<file path="config.mk">
export PLATFORM = sky130hd
export DESIGN_NAME = matrix_frame_sequencer
export DESIGN_NICKNAME = d
export VERILOG_FILES = /design/src/rtl/matrix_frame_sequencer.sv
export SDC_FILE = /design/constraint.sdc
export NUM_CORES = 1
export LEC_CHECK = 0
export BUFFER_PORTS_ARGS = -buffer_cell sky130_fd_sc_hd__clkbuf_2
export CAP_MARGIN = 20
export CORE_ASPECT_RATIO = 1.4
export CORE_MARGIN = 4
export CORE_UTILIZATION = 60
export DETAILED_ROUTE_END_ITERATION = 10
export GPL_ROUTABILITY_DRIVEN = 1
export PLACE_DENSITY = 0.87
export SETUP_SLACK_MARGIN = 0.1
export SYNTH_ARGS = -nofsm -noshare
export SYNTH_HDL_FRONTEND = slang
export SYNTH_SLANG_ARGS = --single-unit
</file>
<file path="constraint.sdc">
create_clock -name clk -period 2.7 [get_ports clk]
set_input_delay 0.675 -clock clk [delete_from_list [all_inputs] [get_ports clk]]
set_output_delay 0.675 -clock clk [all_outputs]
set_load 0.03 [all_outputs]
</file>
<file path="src/rtl/matrix_frame_sequencer.sv">
// Frame sequencer for an N x N cell buffer: fills one frame row-major from the
// input stream, then drains it row-major or column-major on the output stream.
module matrix_frame_sequencer #(
  parameter int unsigned DW = 4,
  parameter int unsigned N  = 4
) (
  input  logic          clk,
  input  logic          rst,
  input  logic          abort,
  input  logic          in_valid,
  output logic          in_ready,
  input  logic [DW-1:0] in_data,
  input  logic          transpose,
  output logic          out_valid,
  input  logic          out_ready,
  output logic [DW-1:0] out_data,
  output logic          out_last,
  output logic          busy,
  output logic          frame_done
);

  localparam int unsigned L  = $clog2(N);
  localparam int unsigned CW = 2 * L;
  localparam logic [CW-1:0] LAST = CW'(N * N - 1);

  typedef enum logic [1:0] {
    IDLE,
    FILL,
    DRAIN
  } state_e;

  state_e        state_q;
  logic [CW-1:0] cnt_q;
  logic          xpose_q;
  logic          done_q;
  logic [DW-1:0] mem_q [N*N];

  logic          wr_en;
  logic [CW-1:0] wr_addr;
  logic [CW-1:0] rd_addr;

  always_comb begin
    wr_en   = in_valid && (state_q != DRAIN) && !abort;
    wr_addr = (state_q == IDLE) ? '0 : cnt_q;
    // Swapping the row and column halves of the index gives column-major order.
    rd_addr = xpose_q ? {cnt_q[L-1:0], cnt_q[CW-1:L]} : cnt_q;
  end

  always_ff @(posedge clk or posedge rst) begin
    if (rst) begin
      state_q <= IDLE;
      cnt_q   <= '0;
      xpose_q <= 1'b0;
      done_q  <= 1'b0;
    end else begin
      done_q <= 1'b0;
      if (abort) begin
        state_q <= IDLE;
        cnt_q   <= '0;
      end else begin
        unique case (state_q)
          IDLE: begin
            if (in_valid) begin
              xpose_q <= transpose;
              cnt_q   <= CW'(1);
              state_q <= FILL;
            end
          end
          FILL: begin
            if (in_valid) begin
              cnt_q <= cnt_q + CW'(1);
              if (cnt_q == LAST) state_q <= DRAIN;
            end
          end
          DRAIN: begin
            if (out_ready) begin
              cnt_q <= cnt_q + CW'(1);
              if (cnt_q == LAST) begin
                state_q <= IDLE;
                done_q  <= 1'b1;
              end
            end
          end
          default: begin
            state_q <= IDLE;
            cnt_q   <= '0;
          end
        endcase
      end
    end
  end

  always_ff @(posedge clk) begin
    if (wr_en) mem_q[wr_addr] <= in_data;
  end

  always_comb begin
    in_ready   = (state_q != DRAIN);
    out_valid  = (state_q == DRAIN);
    out_last   = (state_q == DRAIN) && (cnt_q == LAST);
    busy       = (state_q != IDLE);
    frame_done = done_q;
    out_data   = mem_q[rd_addr];
  end

endmodule

</file>
---- Yosys cells after proc, flatten, opt, wreduce, memory -nomap -nowiden ----
Memories as Yosys holds them, arrays and structs flattened.
Cells that the tools add are included.
operators by class
  add/sub/neg operators ................... 1
  equal/unequal tests ..................... 9
  multiplexer cells ....................... 20
  bitwise operators ....................... 1
  reduce and logical (&&, ||, !) cells .... 9
operators with widths
  kind                                                                   number
  4-bit 2-to-1 mux                                                       6
  2-bit 2-to-1 mux                                                       6
  4-bit one-hot mux with 3 select lines                                  1
  3-bit != test, second input constant                                   3
  1-bit 2-to-1 mux                                                       6
  3-bit by 2-bit != test with 1-bit output, second input constant        2
  2-bit one-hot mux with 3 select lines                                  1
  3-bit AND reduction                                                    2
  5-bit AND reduction                                                    1
  4-bit by 1-bit adder with 4-bit output, second input constant          1
  4-bit equality test, second input constant                             1
  1-bit logical AND                                                      3
  2-bit by 1-bit equality test with 1-bit output, second input constant  1
  2-bit equality test, second input constant                             1
  2-bit logical NOT                                                      1
  2-bit != test, second input constant                                   1
  2-bit nonzero test                                                     1
  1-bit logical NOT                                                      1
  1-bit NOT                                                              1
word-level totals
  register bits ........................... 8
  bits in writable memories ............... 64
  input bits .............................. 10
  output and inout port bits .............. 9
  word-level logic and storage cells ...... 45
  memories kept ........................... 1
memory list
  name   words  bits a word  rd ports  clocked after Yosys merged registers in  write ports  RTL line  source
  mem_q  16     4            1         0                                        1            36        logic [DW-1:0] mem_q [N*N];

---- Longest topological paths before layout ----
  word-level depth ........................ 5
  gate-level depth with buffers ........... 9
  depth with buffers taken out ............ 7

---- Least setup slack after synthesis ----
Ideal clock, no wire load.
  kind .................................... reg2out
  start point ............................. register cnt_q[0]
  end point ............................... output out_data[0]
  arrival ................................. 1.947 ns
  data required time ...................... 2.025 ns
  slack ................................... 0.078 ns
  cell stages (with the launch flop) ...... 7
  buffers on the path ..................... 1
  path through ............................ dfrtp_1 -> buf_6 -> and2b_4 -> a21oi_4 -> mux4_2 -> a211oi_1 -> nand2_1
on the way
  cells in the longest elaborated chain, start to end .. 2
RTL lines
  item                      RTL line  source
  start: declaration        33        logic [CW-1:0] cnt_q;
  start signal: assignment  71        cnt_q <= cnt_q + CW'(1);
  start signal: assignment  77        cnt_q <= cnt_q + CW'(1);
  4-bit 2-to-1 mux          46        rd_addr = xpose_q ? {cnt_q[L-1:0], cnt_q[CW-1:L]} : cnt_q;
  memory 16 x 4 bit         -
  end: declaration          16        output logic [DW-1:0] out_data,
Every way passes these cells.

---- Final worst setup path ----
  start point ............................. register xpose_q
  end point ............................... output out_data[1]
on the way
  cells in the longest elaborated chain, start to end .. 2
RTL lines
  item                      RTL line  source
  start: declaration        34        logic xpose_q;
  start signal: assignment  64        xpose_q <= transpose;
  4-bit 2-to-1 mux          46
  memory 16 x 4 bit         -
Every way passes these cells.

==> flow_summary_export.csv <==
group,metric,value,unit
run,cap_viol_max_count,0,
layout,finalNonFillerCells,322,
grt,grt_max_degree,25,
layout,syn2layout_area_growth,14.34,%
pwr,ir_worst_vdd,0.5003,mV
clocking,clk_latency,0.33,ns
clocking,cts-root-buf,"clkbuf_8",
synth,synth_compound_area_frac,0.06174,
drt,routed_wl,6400,microns
sta,drv_slew,0,
grt,grt_use_total,0.2131,
clocking,cts_tree,"built",
synth,synth_top_area_frac,0.6002,
synth,synth_area_leader_cell,"edfxtp_1",
sta,rsz0062_at_grt,"true",
die,num_rows,31,
synth,synth_area_per_cell,14.49,sq um
sta,setup_viol,4,
clocking,clockBufferDepth,2,
worst_setup_path,end_kind,"output pin",
drt,drc_errors,0,
sta,finalWorstSetupSlack,-0.1899,ns
drt,initialDrtViolationCount,139,
synth,yosysSeqAreaShare,0.6628,
drt,dr.pass1.iters,4,
die,core-area,0.005159,sq mm
synth,ys_warn_count,0,
grt,grt_pass1_vias,2030,
layout,final-seq-area,0.002122,sq mm
placed_design,portBuffers,18,
sta,maxSlewHeadroom,0.5847,
synth,synth-seq-cells,72,
layout,fin_nets,269,
worst_setup_path,critPathLaunch,"xpose_q",
clocking,clk_pin_slew,0.07,ns
outcome,failed_checks,"negative setup slack",
placed_design,dp_cells,306,
pwr,power_density,636.8,mW/mm^2
synth,syn_inst,221,
worst_setup_path,criticalPathCategory,"reg -> out",
layout,multi_input_area,0.001031,sq mm
layout,diodes,0,
synth,syn_area,0.003202,sq mm
layout,final_layout_size_suffix_gt1_frac,0.2617,
synth,synth_cell_types,35,
sta,fin_crit,2.890,ns
grt,antenna_found_initial,0,
placed_design,dp_hpwl,4582,microns
placed_design,placed_area,0.003428,sq mm
sta,skew,0.006960,ns
die,io_pins,19,
drt,vias,1911,
pwr,p_leak,0.001387,uW
die,die_width,69.74,microns
sta,finalCritPeriodShare,1.070,
hold_path,hp-class,"in -> async",
synth,synthMuxAreaShare,0.1243,
grt,gr-total-overflow,0,
worst_setup_path,cp-start-kind,"flop",
clocking,ctsHtreeMaxLevel,3,
drt,wl_per_cell,19.88,microns
synth,synth-adder-area-share,0.02345,
outcome,status,"finished, violations left",
drt,drtAntennaViolNets,0,
worst_setup_path,cp_max_fo,24,
sta,hold_viol,0,
synth,syn-num-nets,237,
synth,yosys-top-cells-area,"edfxtp_1 60%, dfrtp_1 6.3%, mux2i_1 5.6%",
synth,synth_top_family_by_area,"multiplexers",
layout,final_area,0.003661,sq mm
sta,fin_tns_setup,-0.7003,ns
placed_design,place_ws,0.06517,ns
clocking,cts_sinks,72,
die,fp.dieH,94.44,microns
clocking,cts_buffers,9,
pwr,power.total,2331,uW
synth,synth-simple-area-share,0.09887,
placed_design,place_congestion,0.8359,
drt,via_per_inst,5.935,
worst_setup_path,worstReg2RegStart,"state_q[0]",
synth,synth_xor_xnor_area_share,0,
die,dieArea,0.006586,sq mm
layout,fill_cells,319,
worst_setup_path,required,2.03,ns
sta,clock.fmax,346.0,MHz
sta,tightest_slew,0.6182,ns
grt,grt_pass1_wl,10430,microns
die,start_util,0.6207,
worst_setup_path,cp.arrival,2.21,ns
synth_stat cells (all sizes together):
library cell	n
and2	3
buf	7
nand4bb	1
o21a	1
a211oi	4
clkbuf	3
o21ai	7
or3	1
mux4	8
nor2b	3
nand3b	1
nor2	27
a32oi	2
ha	6
and2b	2
nand2b	3
inv	7
nand3	4
mux2i	19
nand2	17
mux2	1
nor3	5
o22ai	9
dfrtp	8
a21oi	7
nor3b	1
edfxtp	64
layout make-up:
class	count	share of cell area
Sequential cell	72	0.5796
Multi-Input combinational cell	132	0.2816
Timing Repair Buffer	31	0.06118
Clock buffer	10	0.03486
Tap cell	66	0.02256
Clock inverter	4	0.01299
Inverter	7	0.007177
flip-flops by register name, summed over array words and instances, names as in the netlist:
register    count
cnt_q           4
frame_done      1
mem_q          64
state_q         2
xpose_q         1
per-stage QoR:
stage	hold slack, ns	util
after global placement	0.5787	0.6646
after CTS	0.2565	0.7060
after floorplan	0.4907	-
after detailed placement	0.6003	0.6646
final	0.2560	0.7097
after global routing	0.2885	0.7097
cell families (layout without fill, tap and decap cells):
logic type / Yosys count / count (layout)
compound gates: 30 / 30
flops: 72 / 72
fa+ha+maj: 6 / 6
simple gates: 68 / 68
mux: 28 / 28
buf+inv: 17 / 52
worst max-delay path: stages, from the launching register on:
cell and delay (ns):
dfrtp_1 0.38, buf_4 0.15, mux2i_4 0.25, buf_12 0.22, mux2i_2 0.26, o22ai_1 0.15
a211oi_2 0.24, nand2_2 0.05, buf_2 0.17
layout by cell type (no fill, tap or decap), types with 7 or more instances in the layout:
| master | synthesis | final |
|---|---|---|
| nand2_1 | 17 | 13 |
| dfrtp_1 | 8 | 8 |
| edfxtp_1 | 64 | 64 |
| mux4_2 | 7 | 7 |
| buf_4 | 3 | 11 |
| nor2_1 | 27 | 27 |
| mux2i_1 | 18 | 15 |
| clkbuf_8 | 0 | 10 |
| clkbuf_2 | 0 | 14 |
| inv_1 | 7 | 7 |
| o22ai_1 | 9 | 9 |
where the power goes:
group | internal (uW) | leakage, uW | switching [uW]
Clock | 413 | 0.0000880 | 355
Combinational | 137 | 0.000616 | 189
Sequential | 1230 | 0.000684 | 11.0
routing by layer:
layer / part of all wire / wire [microns] / up-vias / global-route usage
met3: 0.051 / 324 / 14 / 0.04366
met1: 0.38 / 2422 / 943 / 0.2431
met4: 0.021 / 136 / 0 / 0.08946
li1: - / - / 890 / -
met5: 0 / 0 / - / 0
met2: 0.55 / 3516 / 64 / 0.3901
what timing repair did:
| action | in CTS | in global routing |
|---|---|---|
| buffers inserted | 2 | 0 |
| endpoints found under the setup margin | 4 | 4 |
| hold buffers | 0 | 0 |
| pin swaps | 2 | 0 |
| endpoints found under the hold margin | 0 | 0 |
| gates cloned | 0 | 0 |
| resized for setup | 3 | 6 |
path summary, 6_finish.rpt:
path	end	slack [ns]	depth (start not counted)
setup reg to reg	mem_q[12][0]	0.54	6
min in group clk	frame_done	0.57	3
max in group asynchronous	state_q[0]	2.21	2
setup / recovery	out_data[1]	-0.19	8
hold / removal	cnt_q[0]	0.26	2
hold reg to reg	state_q[0]	0.63	2
Power figures use the tool's default switching activity.
